### src/rtl/rf_write_arbiter_if.sv
// Bus bundle between the WB stage / MDU / debug unit and the register-file write arbiter.
// The arbiter connects to the slave modport; the writers and decode drive the master side.
interface rf_write_arbiter_if #(
    parameter int unsigned DATA_W = 32,
    parameter int unsigned ADDR_W = 5
);
    logic              wb_we;
    logic [ADDR_W-1:0] wb_addr;
    logic [DATA_W-1:0] wb_data;

    logic              mdu_issue;
    logic [ADDR_W-1:0] mdu_issue_rd;
    logic              mdu_valid;
    logic              mdu_ready;
    logic [ADDR_W-1:0] mdu_addr;
    logic [DATA_W-1:0] mdu_data;

    logic              dbg_req;
    logic [ADDR_W-1:0] dbg_addr;
    logic [DATA_W-1:0] dbg_data;
    logic              dbg_ack;

    logic              rf_we;
    logic [ADDR_W-1:0] rf_addr;
    logic [DATA_W-1:0] rf_data;

    logic [ADDR_W-1:0] rd_addr_a;
    logic [ADDR_W-1:0] rd_addr_b;
    logic              hazard_a;
    logic              hazard_b;

    modport master (
        output wb_we, wb_addr, wb_data,
        output mdu_issue, mdu_issue_rd, mdu_valid, mdu_addr, mdu_data,
        output dbg_req, dbg_addr, dbg_data,
        output rd_addr_a, rd_addr_b,
        input  mdu_ready, dbg_ack, rf_we, rf_addr, rf_data, hazard_a, hazard_b
    );

    modport slave (
        input  wb_we, wb_addr, wb_data,
        input  mdu_issue, mdu_issue_rd, mdu_valid, mdu_addr, mdu_data,
        input  dbg_req, dbg_addr, dbg_data,
        input  rd_addr_a, rd_addr_b,
        output mdu_ready, dbg_ack, rf_we, rf_addr, rf_data, hazard_a, hazard_b
    );
endinterface

### src/rtl/rf_write_arbiter.sv
// Register-file write-port arbiter: WB always wins, MDU hold and debug share idle cycles.
// Define RF_ARB_DBG_EN to build the debug requester; without it priority is simply WB > MDU.
module rf_write_arbiter #(
    parameter int unsigned DATA_W = 32,
    parameter int unsigned ADDR_W = 5
) (
    input logic               clock,
    input logic               reset,
    rf_write_arbiter_if.slave bus
);
    localparam int unsigned NumRegs = 2 ** ADDR_W;

    logic              mhValid, mhValidNext;
    logic [ADDR_W-1:0] mhAddr, mhAddrNext;
    logic [DATA_W-1:0] mhData, mhDataNext;
    logic [NumRegs-1:0] busy, busyNext;
    logic              mduTake;
    logic              grantMdu;
    logic              wrValid;
    logic [ADDR_W-1:0] wrAddr;
    logic [DATA_W-1:0] wrData;

    assign bus.mdu_ready = !mhValid && !reset;
    assign mduTake       = bus.mdu_valid && bus.mdu_ready;

`ifdef RF_ARB_DBG_EN
    logic dbgDone, dbgDoneNext;
    logic dbgAck;
    logic rrLast, rrLastNext;  // 1: debug was served last, so MDU goes next
    logic dbgElig;
    logic grantDbg;

    assign dbgElig = bus.dbg_req && !dbgDone;

    always_comb begin
        grantMdu = 1'b0;
        grantDbg = 1'b0;
        if (!reset && !bus.wb_we) begin
            if (mhValid && dbgElig) begin
                grantMdu = rrLast;
                grantDbg = !rrLast;
            end else begin
                grantMdu = mhValid;
                grantDbg = dbgElig;
            end
        end
    end

    always_comb begin
        dbgDoneNext = dbgDone;
        rrLastNext  = rrLast;
        if (grantDbg) begin
            dbgDoneNext = 1'b1;
            rrLastNext  = 1'b1;
        end else if (!bus.dbg_req) begin
            dbgDoneNext = 1'b0;
        end
        if (grantMdu) begin
            rrLastNext = 1'b0;
        end
    end

    always_ff @(posedge clock) begin
        if (reset) begin
            dbgDone <= 1'b0;
            dbgAck  <= 1'b0;
            rrLast  <= 1'b1;
        end else begin
            dbgDone <= dbgDoneNext;
            dbgAck  <= grantDbg;
            rrLast  <= rrLastNext;
        end
    end

    assign bus.dbg_ack = dbgAck;
`else
    logic unusedDbg;
    assign unusedDbg   = ^{bus.dbg_req, bus.dbg_addr, bus.dbg_data};
    assign grantMdu    = !reset && !bus.wb_we && mhValid;
    assign bus.dbg_ack = 1'b0;
`endif

    always_comb begin
        wrValid = 1'b0;
        wrAddr  = '0;
        wrData  = '0;
        if (bus.wb_we) begin
            wrValid = 1'b1;
            wrAddr  = bus.wb_addr;
            wrData  = bus.wb_data;
        end else if (grantMdu) begin
            wrValid = 1'b1;
            wrAddr  = mhAddr;
            wrData  = mhData;
        end
`ifdef RF_ARB_DBG_EN
        else if (grantDbg) begin
            wrValid = 1'b1;
            wrAddr  = bus.dbg_addr;
            wrData  = bus.dbg_data;
        end
`endif
    end

    // r0 entries are consumed like any other but never reach the register file
    assign bus.rf_we   = wrValid && (wrAddr != '0);
    assign bus.rf_addr = wrAddr;
    assign bus.rf_data = wrData;

    always_comb begin
        mhValidNext = mhValid;
        mhAddrNext  = mhAddr;
        mhDataNext  = mhData;
        if (grantMdu) begin
            mhValidNext = 1'b0;
        end
        if (mduTake) begin
            mhValidNext = 1'b1;
            mhAddrNext  = bus.mdu_addr;
            mhDataNext  = bus.mdu_data;
        end
    end

    // Clear first, then set, so a same-edge issue to the committing register stays busy
    always_comb begin
        busyNext = busy;
        if (grantMdu) begin
            busyNext[mhAddr] = 1'b0;
        end
        if (bus.mdu_issue && (bus.mdu_issue_rd != '0)) begin
            busyNext[bus.mdu_issue_rd] = 1'b1;
        end
        busyNext[0] = 1'b0;
    end

    always_ff @(posedge clock) begin
        if (reset) begin
            mhValid <= 1'b0;
            busy    <= '0;
        end else begin
            mhValid <= mhValidNext;
            busy    <= busyNext;
        end
        mhAddr <= mhAddrNext;
        mhData <= mhDataNext;
    end

    assign bus.hazard_a = busy[bus.rd_addr_a];
    assign bus.hazard_b = busy[bus.rd_addr_b];
endmodule

### src/flat_wrapper.sv
// flat-port wrapper written by rule: the top's interface ports become plain ports
module rf_write_arbiter_flat 
#(
    parameter int unsigned DATA_W = 32,
    parameter int unsigned ADDR_W = 5
)
  (clock, reset, bus_wb_we, bus_wb_addr, bus_wb_data, bus_mdu_issue, bus_mdu_issue_rd, bus_mdu_valid, bus_mdu_addr, bus_mdu_data, bus_dbg_req, bus_dbg_addr, bus_dbg_data, bus_rd_addr_a, bus_rd_addr_b, bus_mdu_ready, bus_dbg_ack, bus_rf_we, bus_rf_addr, bus_rf_data, bus_hazard_a, bus_hazard_b);
  rf_write_arbiter_if #(.DATA_W(DATA_W), .ADDR_W(ADDR_W)) bus_i ();
  input logic clock;
  input logic reset;
  input wire logic [$bits(bus_i.wb_we)-1:0] bus_wb_we;
  input wire logic [$bits(bus_i.wb_addr)-1:0] bus_wb_addr;
  input wire logic [$bits(bus_i.wb_data)-1:0] bus_wb_data;
  input wire logic [$bits(bus_i.mdu_issue)-1:0] bus_mdu_issue;
  input wire logic [$bits(bus_i.mdu_issue_rd)-1:0] bus_mdu_issue_rd;
  input wire logic [$bits(bus_i.mdu_valid)-1:0] bus_mdu_valid;
  input wire logic [$bits(bus_i.mdu_addr)-1:0] bus_mdu_addr;
  input wire logic [$bits(bus_i.mdu_data)-1:0] bus_mdu_data;
  input wire logic [$bits(bus_i.dbg_req)-1:0] bus_dbg_req;
  input wire logic [$bits(bus_i.dbg_addr)-1:0] bus_dbg_addr;
  input wire logic [$bits(bus_i.dbg_data)-1:0] bus_dbg_data;
  input wire logic [$bits(bus_i.rd_addr_a)-1:0] bus_rd_addr_a;
  input wire logic [$bits(bus_i.rd_addr_b)-1:0] bus_rd_addr_b;
  output wire logic [$bits(bus_i.mdu_ready)-1:0] bus_mdu_ready;
  output wire logic [$bits(bus_i.dbg_ack)-1:0] bus_dbg_ack;
  output wire logic [$bits(bus_i.rf_we)-1:0] bus_rf_we;
  output wire logic [$bits(bus_i.rf_addr)-1:0] bus_rf_addr;
  output wire logic [$bits(bus_i.rf_data)-1:0] bus_rf_data;
  output wire logic [$bits(bus_i.hazard_a)-1:0] bus_hazard_a;
  output wire logic [$bits(bus_i.hazard_b)-1:0] bus_hazard_b;
  assign bus_i.wb_we = bus_wb_we;
  assign bus_i.wb_addr = bus_wb_addr;
  assign bus_i.wb_data = bus_wb_data;
  assign bus_i.mdu_issue = bus_mdu_issue;
  assign bus_i.mdu_issue_rd = bus_mdu_issue_rd;
  assign bus_i.mdu_valid = bus_mdu_valid;
  assign bus_i.mdu_addr = bus_mdu_addr;
  assign bus_i.mdu_data = bus_mdu_data;
  assign bus_i.dbg_req = bus_dbg_req;
  assign bus_i.dbg_addr = bus_dbg_addr;
  assign bus_i.dbg_data = bus_dbg_data;
  assign bus_i.rd_addr_a = bus_rd_addr_a;
  assign bus_i.rd_addr_b = bus_rd_addr_b;
  assign bus_mdu_ready = bus_i.mdu_ready;
  assign bus_dbg_ack = bus_i.dbg_ack;
  assign bus_rf_we = bus_i.rf_we;
  assign bus_rf_addr = bus_i.rf_addr;
  assign bus_rf_data = bus_i.rf_data;
  assign bus_hazard_a = bus_i.hazard_a;
  assign bus_hazard_b = bus_i.hazard_b;
  rf_write_arbiter #(.DATA_W(DATA_W), .ADDR_W(ADDR_W)) u_core (.clock(clock), .reset(reset), .bus(bus_i));
endmodule
### config.mk
export PLATFORM = sky130hd
export DESIGN_NAME = rf_write_arbiter_flat
export DESIGN_NICKNAME = d
export VERILOG_FILES = /design/src/rtl/rf_write_arbiter_if.sv /design/src/rtl/rf_write_arbiter.sv /design/src/flat_wrapper.sv
export SDC_FILE = /design/constraint.sdc
export NUM_CORES = 1
export LEC_CHECK = 0
export CAP_MARGIN = 0
export CORE_MARGIN = 1.5
export CORE_UTILIZATION = 43
export CTS_CLUSTER_SIZE = 30
export DETAILED_ROUTE_END_ITERATION = 6
export PLACE_DENSITY = 0.87
export SETUP_SLACK_MARGIN = 0.1
export SYNTH_ARGS = -nofsm -noshare
export SYNTH_HDL_FRONTEND = slang
export SYNTH_SLANG_ARGS = --single-unit
### constraint.sdc
create_clock -name clock -period 4.2 [get_ports clock]
set_input_delay 1.05 -clock clock [delete_from_list [all_inputs] [get_ports clock]]
set_output_delay 1.05 -clock clock [all_outputs]
set_load 0.01 [all_outputs]
==> results.json <==
{
  "switchingPower_w": 0.000354,
  "tightest_slew_ps": 747,
  "antenna_left": 0,
  "cts_tree": "built",
  "fin_area_sq_um": 5030,
  "path_clk_slew_ps": 70,
  "port_buffers": 134,
  "total_power_w": 0.00154,
  "start_util_pct": 44.2,
  "cts-root-buf": "clkbuf_8",
  "dr.pass1.iters": 5,
  "grt_max_degree": 36,
  "switching_share_pct": 23.0,
  "clockBufferDepth": 2,
  "wl_um": 10100,
  "dpl.cell_count": 551,
  "nFillCells": 605,
  "die_x_um": 91.9,
  "cts_hold_buf": 0,
  "drt-vias-per-instance": 5.72,
  "path_class": "primary input to output port",
  "synth_area_sq_um": 3400,
  "cts_inserted_buffers": 9,
  "ir_drop_mv": 0.221,
  "end_kind": "output port",
  "drv_cap": 0,
  "dpl.hpwl_um": 7470,
  "worst-endpoint-required_ps": 3150,
  "ys_ff_latch": 69,
  "syn_to_final_growth_pct": 48.1,
  "grt_pass1_wl_um": 15600,
  "drcViolationCount": 0,
  "crit_fanout": 7,
  "syn_area_per_cell_sq_um": 10.3,
  "die_area_sq_um": 8440,
  "p_int_w": 0.00119,
  "grt_use_total_pct": 24.4,
  "antenna_found_initial": 0,
  "gp_congestion": 0.893,
  "p_comb_share_pct": 17.8,
  "die_h_um": 91.9,
  "syn_inst": 330,
  "layout_common_cells": "130 x clkdlybuf4s50_1, 38 x nand2_1, 37 x a22o_1, 37 x a21oi_1, 37 x edfxtp_1",
  "h-tree-depth": 3,
  "drt_iter0_drc": 392,
  "fmax_mhz": 251,
  "pwr_density_cell_nw_per_um2": 306,
  "yosysSeqAreaShare_pct": 51.6,
  "grt_overflow": 0,
  "hold_viol": 0,
  "p_leak_nw": 1.77,
  "whs_ps": 492,
  "clk_latency_ps": 340,
  "fin_nets": 592,
  "diodes": 0,
  "start_kind": "primary input",
  "grt_pass1_vias": 3159,
  "p_seq_share_pct": 48.3,
  "rows": 32,
  "ys_types": 30,
  "pin_count": 174,
  "critical_path_arrival_ps": 2930,
  "final_common_cell": "clkdlybuf4s50_1",
  "fin_tns_setup_ps": 0,
  "regArea_sq_um": 1750,
  "final_max_slew_viol_count": 0,
  "post_cts_buffers": 0,
  "rsz0062_at_grt": "false",
  "core_area_sq_um": 7690,
  "cts_sinks": 69,
  "setup-violations-final": 0,
  "synthesis.nets": 462,
  "clkPwrFrac_pct": 33.9,
  "instances_no_fill": 567,
  "status": "complete, no violations",
  "period_share_pct": 94.8,
  "post-route-min-period_ps": 3980,
  "wire_per_inst_um": 17.8,
  "placed_area_sq_um": 4840,
  "multi_input_area_sq_um": 1530,
  "vias": 3246,
  "ys_warn_count": 0,
  "slew_headroom_pct": 50.1,
  "hold_path.class": "register to register",
  "drive_gt1_share_pct": 6.24,
  "finalClockSkew_ps": 7.02
}
-- final cells by class --
| class | instances | area share [%] |
|---|---|---|
| tap | 102 | 2.54 |
| inverter | 2 | 0.149 |
| multi-input combinational | 234 | 30.4 |
| clock inverter | 2 | 0.671 |
| clock buffer | 14 | 3.03 |
| timing repair buffer | 144 | 28.4 |
| sequential | 69 | 34.8 |
-- critical path, cell delays in order --
cell,delay [ps]
clkdlybuf4s50_1,600
buf_4,230
mux2i_1,100
a22oi_1,190
nand3_1,100
nand4_1,110
clkdlybuf4s50_1,550
-- stage by stage --
step	util (%)	worst slack [ps]
after floorplan	-	1050
after global placement	63.0	88.0
after detailed placement	63.0	75.7
after CTS	65.4	142
after global routing	65.5	119
final	65.5	220
-- path summary, 6_finish.rpt --
kind                                                  start                    endpoint  slack, ps  depth (start not counted)
worst max register to register  u_core.mhValid$_SDFFE_PP0P_  u_core.busy[23]$_SDFF_PP0_       2470                          5
worst min-delay path              u_core.busy[9]$_SDFF_PP0_   u_core.busy[9]$_SDFF_PP0_        490                          2
worst max-delay path                       bus_rd_addr_b[2]                bus_hazard_b        220                          7
worst min register to register    u_core.busy[9]$_SDFF_PP0_   u_core.busy[9]$_SDFF_PP0_        490                          2
-- power by group through the flow --
stage               clock network, W  registers (W)  logic, W
CTS                         0.000525       0.000744  0.000275
global route                0.000562       0.000745  0.000293
floorplan                          0       0.000753  0.000109
global placement                   0       0.000757  0.000268
detailed placement                 0       0.000758  0.000273
finish                      0.000523       0.000744  0.000274
-- timing repair --
| item | 4_1_cts | 5_1_grt |
|---|---|---|
| endpoints found under the hold margin | 0 | 0 |
| endpoints found under the setup margin | 2 | 2 |
| gates resized for setup | 2 | 2 |
-- cells in the mapped netlist, drive strengths merged --
cell     number  area share [%]
inv           2            0.22
and2          2            0.37
a22o         37             9.5
o211ai        2            0.44
nand2        38             4.2
conb          1            0.11
o2111ai       2            0.52
mux2i        19             5.6
a22oi         4            0.88
nor2         16             1.8
nor2b         6             1.1
buf          11             1.7
nand3        10             1.5
mux4          6             4.0
o21ai        31             4.6
or3b          2            0.59
clkbuf       14             1.5
nor3b         1            0.55
dfxtp        32              19
nand4         2            0.37
a21oi        37             5.5
edfxtp       37              33
a211oi        2            0.44
nand3b        5             1.1
nor3          3            0.44
or3           1            0.18
nand2b        7             1.3
-- state kept, by name, indices dropped and copies added (netlist names) --
| register | cells |
|---|---|
| u_core.busy | 31 |
| u_core.mhAddr | 5 |
| u_core.mhValid | 1 |
| u_core.mhData | 32 |
-- per-layer routing --
metal | vias to the layer above | track usage [%] | share of wire, %
li1 | 1495 | - | -
met1 | 1541 | 27.7 | 36
met2 | 188 | 40.9 | 49
met3 | 22 | 9.12 | 12
met4 | 0 | 10.4 | 2.4
met5 | - | 0 | 0
-- logic make-up (layout without fill, tap and decap cells) --
group           Yosys count  in the layout  synth area share, %
other cells               1              1                0.110
flops                    69             69                 51.6
buf+inv                  27            162                 3.46
simple gates             93             93                 13.4
compound gates          115            115                 21.8
mux                      25             25                 9.58
Note: power is estimated with default switching activity, not from simulation.
